<file path="config.mk">
export PLATFORM = sky130hd
export DESIGN_NAME = aes_roundtrip_seq
export DESIGN_NICKNAME = d
export VERILOG_FILES = /design/src/rtl/aes_roundtrip_seq.sv
export SDC_FILE = /design/constraint.sdc
export NUM_CORES = 1
export LEC_CHECK = 0
export BUFFER_PORTS_ARGS = -buffer_cell sky130_fd_sc_hd__buf_2
export CAP_MARGIN = 20
export CORE_AREA = 2 2 370 372
export DETAILED_ROUTE_END_ITERATION = 7
export DIE_AREA = 0 0 372 374
export REMOVE_ABC_BUFFERS = 1
export SYNTH_ARGS = -nofsm -noshare
export SYNTH_HDL_FRONTEND = slang
export SYNTH_SLANG_ARGS = --single-unit
</file>
<file path="constraint.sdc">
create_clock -name clk -period 6.2 [get_ports clk]
set_input_delay 0 -clock clk [delete_from_list [all_inputs] [get_ports clk]]
set_output_delay 0 -clock clk [all_outputs]
set_load 0.02 [all_outputs]
</file>
<file path="src/rtl/aes_roundtrip_seq.sv">
// aes_roundtrip_seq: handshake-driven encrypt->decrypt self-test sequencer.
// Ports: clk/reset_n; start, key_sel, loop_en, seed (run control);
//   enc_*/dec_* (start/done handshake to the AES cores);
//   busy, done, pass, fail_sticky, timeout_err, cfg_err (status);
//   cipher_q, result_q (last captured blocks); iter_cnt, fail_cnt (stats).
module aes_roundtrip_seq #(
    parameter int DATA_W  = 128,
    parameter int CNT_W   = 16,
    parameter int TIMEOUT = 64
) (
    input  logic              clk,
    input  logic              reset_n,
    input  logic              start,
    input  logic [1:0]        key_sel,
    input  logic              loop_en,
    input  logic [DATA_W-1:0] seed,
    output logic              enc_start,
    output logic [1:0]        enc_key_sel,
    output logic [DATA_W-1:0] enc_din,
    input  logic [DATA_W-1:0] enc_dout,
    input  logic              enc_done,
    output logic              dec_start,
    output logic [1:0]        dec_key_sel,
    output logic [DATA_W-1:0] dec_din,
    input  logic [DATA_W-1:0] dec_dout,
    input  logic              dec_done,
    output logic              busy,
    output logic              done,
    output logic              pass,
    output logic              fail_sticky,
    output logic              timeout_err,
    output logic              cfg_err,
    output logic [DATA_W-1:0] cipher_q,
    output logic [DATA_W-1:0] result_q,
    output logic [CNT_W-1:0]  iter_cnt,
    output logic [CNT_W-1:0]  fail_cnt
);

    localparam int TW = (TIMEOUT > 2) ? $clog2(TIMEOUT) : 1;
    localparam logic [TW-1:0] TMO_LAST = TW'(TIMEOUT - 1);

    typedef enum logic [2:0] {
        IDLE,
        ENC_REQ,
        ENC_WAIT,
        DEC_REQ,
        DEC_WAIT,
        CHECK
    } state_t;

    state_t            state;
    logic [1:0]        key_q;
    logic [DATA_W-1:0] pt;
    logic [TW-1:0]     tmo;

    // Key and both data buses come straight from registers.
    assign enc_key_sel = key_q;
    assign dec_key_sel = key_q;
    assign enc_din     = pt;
    assign dec_din     = cipher_q;

    function automatic logic [CNT_W-1:0] sat_inc(input logic [CNT_W-1:0] v);
        return (&v) ? v : v + CNT_W'(1);
    endfunction

    always_ff @(posedge clk or negedge reset_n) begin
        if (!reset_n) begin
            state       <= IDLE;
            key_q       <= 2'b00;
            pt          <= '0;
            tmo         <= '0;
            enc_start   <= 1'b0;
            dec_start   <= 1'b0;
            busy        <= 1'b0;
            done        <= 1'b0;
            pass        <= 1'b0;
            fail_sticky <= 1'b0;
            timeout_err <= 1'b0;
            cfg_err     <= 1'b0;
            cipher_q    <= '0;
            result_q    <= '0;
            iter_cnt    <= '0;
            fail_cnt    <= '0;
        end else begin
            enc_start <= 1'b0;
            dec_start <= 1'b0;
            done      <= 1'b0;
            case (state)
                IDLE: begin
                    if (start) begin
                        if (key_sel == 2'b11) begin
                            cfg_err <= 1'b1;
                        end else begin
                            key_q       <= key_sel;
                            pt          <= seed;
                            iter_cnt    <= '0;
                            fail_cnt    <= '0;
                            timeout_err <= 1'b0;
                            cfg_err     <= 1'b0;
                            enc_start   <= 1'b1;
                            busy        <= 1'b1;
                            state       <= ENC_REQ;
                        end
                    end
                end
                ENC_REQ: begin
                    tmo   <= '0;
                    state <= ENC_WAIT;
                end
                ENC_WAIT: begin
                    // done on the terminal-count cycle still wins
                    if (enc_done) begin
                        cipher_q  <= enc_dout;
                        dec_start <= 1'b1;
                        state     <= DEC_REQ;
                    end else if (tmo == TMO_LAST) begin
                        timeout_err <= 1'b1;
                        busy        <= 1'b0;
                        state       <= IDLE;
                    end else begin
                        tmo <= tmo + TW'(1);
                    end
                end
                DEC_REQ: begin
                    tmo   <= '0;
                    state <= DEC_WAIT;
                end
                DEC_WAIT: begin
                    // Result is judged on capture so done/pass/counters
                    // are all valid during the CHECK cycle.
                    if (dec_done) begin
                        result_q <= dec_dout;
                        done     <= 1'b1;
                        pass     <= (dec_dout == pt);
                        iter_cnt <= sat_inc(iter_cnt);
                        if (dec_dout != pt) begin
                            fail_cnt    <= sat_inc(fail_cnt);
                            fail_sticky <= 1'b1;
                        end
                        state <= CHECK;
                    end else if (tmo == TMO_LAST) begin
                        timeout_err <= 1'b1;
                        busy        <= 1'b0;
                        state       <= IDLE;
                    end else begin
                        tmo <= tmo + TW'(1);
                    end
                end
                CHECK: begin
                    if (loop_en) begin
                        pt        <= pt + DATA_W'(1);
                        enc_start <= 1'b1;
                        state     <= ENC_REQ;
                    end else begin
                        busy  <= 1'b0;
                        state <= IDLE;
                    end
                end
                default: begin
                    busy  <= 1'b0;
                    state <= IDLE;
                end
            endcase
        end
    end

endmodule

</file>
==> results of run 1 <==
sequential cells by signal, indices dropped and copies added, names as in the netlist, 2 cells and up:
name         cells
state            3
result_q       128
enc_din        128
cipher_q       128
iter_cnt        16
fail_cnt        16
dec_key_sel      2
tmo              6
cells in the final DEF, fill, tap and decap left out, types with 8 or more instances in the layout:
master and instances:
diode_2 30, xor2_1 142, buf_2 946, inv_1 22
nand2_1 548, buf_4 38, nor4_1 49, clkbuf_1 16
nor3_1 55, o22a_1 19, nor2b_1 9, dfrtp_1 435
mux2_2 130, clkbuf_8 9, nand4_1 60, a21oi_1 136
a31oi_1 26, and2_1 24, dlygate4sd3_1 396, o21ai_0 63
a2bb2oi_1 19, and4_1 28, nand3_1 119, nor2_1 158
or3_1 27, o21a_1 8, and3_1 46, o22ai_1 38
clkinv_2 11, or4_1 19, clkbuf_16 59
final timing paths:
path | start | depth (start not counted) | end | slack [ns]
max | enc_din[76] | 7 | fail_cnt[11] | 1.81
min | dec_dout[99] | 4 | result_q[99] | 0.06
max reg2reg | enc_din[76] | 7 | fail_cnt[11] | 1.81
min reg2reg | result_q[55] | 2 | result_q[55] | 0.47
max in group asynchronous | reset_n | 4 | cipher_q[63] | 4.84
min in group asynchronous | reset_n | 4 | iter_cnt[9] | 0.55
layout make-up:
class	count	area, um^2	area share, %
Antenna cell	30	75.1	0.213
Clock buffer	84	1660	4.71
Clock inverter	28	308	0.872
Inverter	24	96.3	0.273
Multi-Input combinational cell	1853	10900	31.0
Sequential cell	435	10900	30.8
Tap cell	1781	2230	6.32
Timing Repair Buffer	1385	9090	25.8
cell families (layout without fill, tap and decap cells):
family          Yosys count  after routing
compound gates          386            386
xor+xnor                144            144
fa+ha+maj                 4              4
buf+inv                 312           1521
flops                   435            435
mux                     133            133
other cells               0             30
simple gates           1186           1186
metal layers:
layer	track usage (%)	wire, um	part of all wire (%)
met1	28.0	65700	42
met2	35.4	72200	46
met3	5.42	13200	8.4
met4	6.62	5610	3.6
met5	0	289	0.18
Yosys cell counts (4+ instances only):
cell type	instances	area share, %
buf_4	134	4.3
and4_1	28	1.0
a211oi_1	5	0.16
nor4_1	55	1.5
o21a_1	8	0.26
and3_1	46	1.2
a21o_1	7	0.22
or2_2	4	0.11
a2bb2oi_1	19	0.71
nor3_1	55	1.2
dfrtp_1	435	46
or4_1	19	0.61
nand3_1	119	2.5
nand2_1	549	8.8
buf_1	9	0.14
a22oi_1	4	0.13
o22ai_1	38	1.0
ha_1	4	0.21
xor2_1	142	5.3
a22o_1	4	0.15
nor2_1	159	2.5
inv_1	23	0.37
a32o_1	7	0.30
nand4_1	60	1.6
a41oi_1	4	0.15
mux2_2	130	6.2
o22a_1	19	0.71
clkbuf_1	139	2.2
a31o_2	5	0.19
o21ai_0	63	1.3
a31oi_1	26	0.69
o211ai_1	7	0.22
a21oi_1	137	2.9
or3_1	27	0.72
buf_2	6	0.13
nand3b_1	4	0.13
a311oi_1	6	0.22
nor2b_1	9	0.24
and2_1	24	0.64
what timing repair did:
action                                 CTS  global route
resized for setup                        0             0
setup endpoints to repair                0             0
hold buffers                           397             0
endpoints found under the hold margin  667             0
per-stage QoR:
stage                     instances  util (%)  cell area (um^2)
after floorplan                2312         -             21800
after global placement         5078      21.7             29200
after detailed placement       5081      21.7             29300
after CTS                      5590      26.1             35200
after global routing           5605      26.1             35200
final                          5620      26.1             35300
worst min-delay path, cell delays in order:
cell           delay [ns]
dlygate4sd3_1        0.51
buf_2                0.12
nand2_1              0.05
nand2_1              0.05
where the power goes:
| group | leakage, uW | switching [uW] | total, uW | internal (uW) |
|---|---|---|---|---|
| logic | 0.0101 | 5620 | 8440 | 2820 |
| registers | 0.00527 | 1950 | 6030 | 4080 |
| clock network | 0.000949 | 1540 | 3550 | 2010 |
==> out/summary.txt, run 1 <==
Outcome - finished with violations
Violated checks - DRC
Pre-Repair DR Iteration Count - 8
Setup TNS - 0 ns
Final count of pins violating max slew - 0
GR Overflow Total - 0
Post-synth cell types - 76
I/O Pins - 948
Number of synthesized flops with an enable pin - 0
Syn avg cell area - 9.01 um^2
WP buf/inv - 0
Synth async-reset ratio - 100%
Crit start category - flop
Starting density of the core - 17.4%
Final setup skew - 0.0546 ns
Post-Syn Instances - 2600
Number of max-cap violations - 0
Yosys reg bits - 435
Clock Pin Slew Worst Setup and Hold Paths - 0.06 ns
Vias in the first global route - 25100
Leakage - 0.0163 uW
Slowest stage delay, CP - 1.15 ns
Final min period - 4.39 ns
Drt via density - 4.65
Chip width - 372 um
Part of the cycle the worst path needs - 70.7%
Area Overhead vs Synth - 50.6%
Simple logic cell fraction of the synthesized area - 24.0%
Clk sink count - 435
Worst setup EP type - flop
Htree depth - 2
TritonCTS clock tree - done
Sequence of cells on the critical path - xor2_1, nor4_1, nand4_1, nor4_2, nand2_1, a32o_1, a31o_2
Global-route wire length before repair - 212000 um
Synth Area in Compound Gates - 10.4%
Core Region - 0.135 mm^2
Antenna violations before repair - 85
Final Hold Fails - 0
DR WL/cell - 28.0 um
Setup bufs post-CTS - 0
GR Util All Layers - 21.7%
Drt drc - 5
Synthesis Warnings - 0
Min-delay worst type - primary input to flop
Xor-xnor portion of the synthesized cell area - 5.38%
Total Power - 18000 uW
Synthesized area - 0.0234 mm^2
CP top delay family - simple AND/OR/NAND/NOR gates
Largest family of logic cells by synthesized area - simple AND/OR/NAND/NOR gates
RSZ-0062 raised after global routing - no
Setup WS post-layout - 1.81 ns
Total Wirelength - 157000 um
IO Port Bufs - 947
Largest net degree at the start of global routing - 131
DP Wirelength - 127000 um
Ys flop type - dfrtp_1
Drt first-iter violations - 2437
Least-Margin Pin Slew - 1.36 ns
Root Driver - clkbuf_16
Sequential element share of the synthesized area - 46.5%
Rows - 135
Adder-cell share of the synthesized area - 0.214%
CP max stage cell - nor4_1
Via Count - 26100
CTS max path bufs - 3
Worst vdd ir - 0.000280 V
Routed Antenna Nets - 0
WHS - 0.0561 ns
Crit Path Max Fanout - 19
Skew-Pair Late Insertion Delay - 0.71 ns
DP Worst Slack - 1.92 ns
Required @ worst endpoint - 6.75 ns
Chip height - 374 um
Max-Slew Margin vs Limit - 8.68%
Max Fclk - 228 MHz
Critical Path AT - 4.94 ns
Mux cell area share after synthesis - 6.38%
FILL cells - 14700
CP Class - flop to flop
GP Congestion - 0.938
Pwr Density - 511 mW/mm^2
Total CTS buffers - 59
Fraction of layout cells with a size suffix above 1 - 32.8%
Nets - 4154
Die ar. - 0.139 mm^2
# setup viols final - 0
No activity file was read; power rests on OpenSTA's default activity.
==> run 2: changes to the inputs <==
==> constraint.sdc (replaced) <==
create_clock -name clk -period 3.97 [get_ports clk]
set_input_delay 0 -clock clk [delete_from_list [all_inputs] [get_ports clk]]
set_output_delay 0 -clock clk [all_outputs]
set_load 0.02 [all_outputs]
==> out/summary.txt, run 2 (synthesized netlist as in run 1, its figures left out) <==
CP Class - flop to flop
Pwr Density - 800 mW/mm^2 (+57%)
Skew-Pair Late Insertion Delay - 0.68 ns (-0.03 ns)
Drt drc - 0 (-5)
Antenna violations before repair - 97 (+14%)
Required @ worst endpoint - 4.52 ns (-2.23 ns)
Max-Slew Margin vs Limit - 21.5% (+13 points)
Critical Path AT - 4.35 ns (-0.59 ns)
Non-Filler Instances - 5665 (+0.80%)
Worst vdd ir - 0.000383 V (+37%)
Sw frac - 49.6% (-0.98 points)
Vias in the first global route - 25400 (+1.4%)
Design area - 0.0357 mm^2 (+1.2%)
DR WL/cell - 28.2 um (+1.1%)
I/O Pins - 948 (unchanged)
Reg area - 0.0109 mm^2 (about the same)
GP Congestion - 0.934 (-0.41%)
Root Driver - clkbuf_16
Part of the cycle the worst path needs - 95.8% (+25 points)
DP Wirelength - 129000 um (+1.8%)
Die ar. - 0.139 mm^2 (unchanged)
Chip height - 374 um (unchanged)
Nets - 4191 (+0.89%)
Internal - 14400 uW (+62%)
Final setup skew - 0.0315 ns (-0.0230 ns)
Min-delay worst type - primary input to async pin
Clk sink count - 435 (unchanged)
TritonCTS clock tree - done
Total Power - 28600 uW (+59%)
Number of max-cap violations - 0 (unchanged)
Global-route wire length before repair - 216000 um (+1.9%)
Final min period - 3.80 ns (-0.585 ns)
Worst R2R Setup Slack - 0.17 ns (-1.65 ns)
Fraction of layout cells with a size suffix above 1 - 33.3% (+0.44 points)
DP Worst Slack - 0.112 ns (-1.81 ns)
Routed Antenna Nets - 0 (unchanged)
Outcome - complete, no violations
Total CTS buffers - 59 (unchanged)
Core Region - 0.135 mm^2 (unchanged)
Final count of pins violating max slew - 0 (unchanged)
Drt via density - 4.64 (-0.11%)
IO Port Bufs - 947 (unchanged)
Final Hold Fails - 0 (unchanged)
GR Util All Layers - 22.2% (+0.47 points)
Worst r2r src - enc_din[75]
Rows - 135 (unchanged)
Largest net degree at the start of global routing - 231 (+76%)
Count of cells along the worst register-to-register path - 9 (+2)
Power share of the combinational group - 48.8% (+2.0 points)
Area Overhead vs Synth - 52.4%
Crit start category - flop
Footprint of the multi-input gates - 0.0109 mm^2 (-0.11%)
Seq pwr share - 31.3% (-2.2 points)
# setup viols final - 0 (unchanged)
Least-Margin Pin Slew - 1.17 ns (-0.191 ns)
Htree depth - 2 (unchanged)
Placed Cells - 5110 (+0.57%)
Clock network fraction of design power - 19.9% (+0.2 points)
Worst setup EP type - flop
Placed inst area - 0.0296 mm^2 (+1.0%)
Starting density of the core - 17.4% (unchanged)
GR Overflow Total - 0 (unchanged)
RSZ-0062 raised after global routing - no
Commonest non-fill, non-tap cell in the layout - buf_2
Max Fclk - 263 MHz (+15%)
Setup TNS - 0 ns (unchanged)
Total Wirelength - 160000 um (+1.9%)
Psw - 14200 uW (+55%)
CTS max path bufs - 3 (unchanged)
FILL cells - 14600 (-0.65%)
Most frequent cells in the layout - buf_2 (947), nand2_1 (548), dfrtp_1 (433)
Leakage - 0.0165 uW (+1.3%)
Setup WS post-layout - 0.168 ns (-1.65 ns)
FF-to-FF End - fail_cnt[11]
Clock Pin Slew Worst Setup and Hold Paths - 0.06 ns (about the same)
Crit Path Max Fanout - 18 (-1)
Via Count - 26300 (+0.69%)
Drt first-iter violations - 2373 (-2.6%)
Pre-Repair DR Iteration Count - 5 (-3)
Chip width - 372 um (unchanged)
## run 2: changes by cell type in the layout (fill, tap and decap cells not counted), sizes merged
| cell | change |
|---|---|
| clkinv | -7 |
| bufinv | +6 |
| clkbuf | -5 |
| clkinvlp | +2 |
| inv | +1 |
| dlygate4sd3 | +5 |
| buf | +32 |
| diode | +11 |
## run 2: how the worst max path moves through the flow
stage,start,to,slack [ns],depth (start not counted)
floorplan,state[1],cipher_q[0],-7.22,3
detailed placement,enc_din[125],fail_cnt[11],0.11,9
global route,enc_din[125],fail_cnt[11],0.04,9
CTS,enc_din[125],fail_cnt[11],0.09,9
finish,enc_din[75],fail_cnt[11],0.17,9
global placement,fail_cnt[0],fail_cnt[11],0.06,7
## run 2: timing repair
action	CTS	global route
gates resized for setup	0	2
hold buffers	402	0
buffers inserted	0	2
endpoints found under the setup margin	0	1
hold endpoints to repair	664	0
## run 2: layout make-up
type                    count  area share (%)
clock buffers              79            4.43
repair buffers           1422            26.5
clock inverters            30            1.15
flip-flops and latches    435            30.5
multi-input cells        1853            30.6
well taps                1781            6.24
diodes                     41           0.287
inverters                  24           0.270
## run 2: through the flow
stage / util, % / hold slack (ns)
final: 26.5 / 0.0581
after global routing: 26.4 / 0.0839
after CTS: 26.4 / 0.0185
after detailed placement: 21.9 / 0.0658
after global placement: 21.9 / 0.0700
after floorplan: - / -0.296
## run 2: per-layer routing
layer | wire length (um) | vias to the layer above | GRT usage (%) | share of wire (%)
met5 | 322 | - | 0 | 0.20
met4 | 6380 | 54 | 7.22 | 4.0
met3 | 15900 | 348 | 7.30 | 9.9
met2 | 73200 | 1476 | 36.1 | 46
met1 | 64300 | 13000 | 27.4 | 40
li1 | - | 11400 | - | -
## run 2: power groups by stage
stage / clock, uW / sequential [uW] / combinational [uW]
floorplan: 0 / 11500 / 4030
global placement: 0 / 8860 / 13400
detailed placement: 0 / 8960 / 13500
CTS: 5870 / 8910 / 14000
global route: 6010 / 9230 / 14900
finish: 5690 / 8940 / 13900
## run 2: critical path, stage by stage (launching register included)
cell and delay [ns]:
dfrtp_1 0.53, xor2_1 0.23, nor4_1 0.99, buf_4 0.29, nand4_1 0.11, nor4_2 0.18, buf_4 0.17, nand2_1 0.49
a32o_1 0.44, a31o_2 0.21
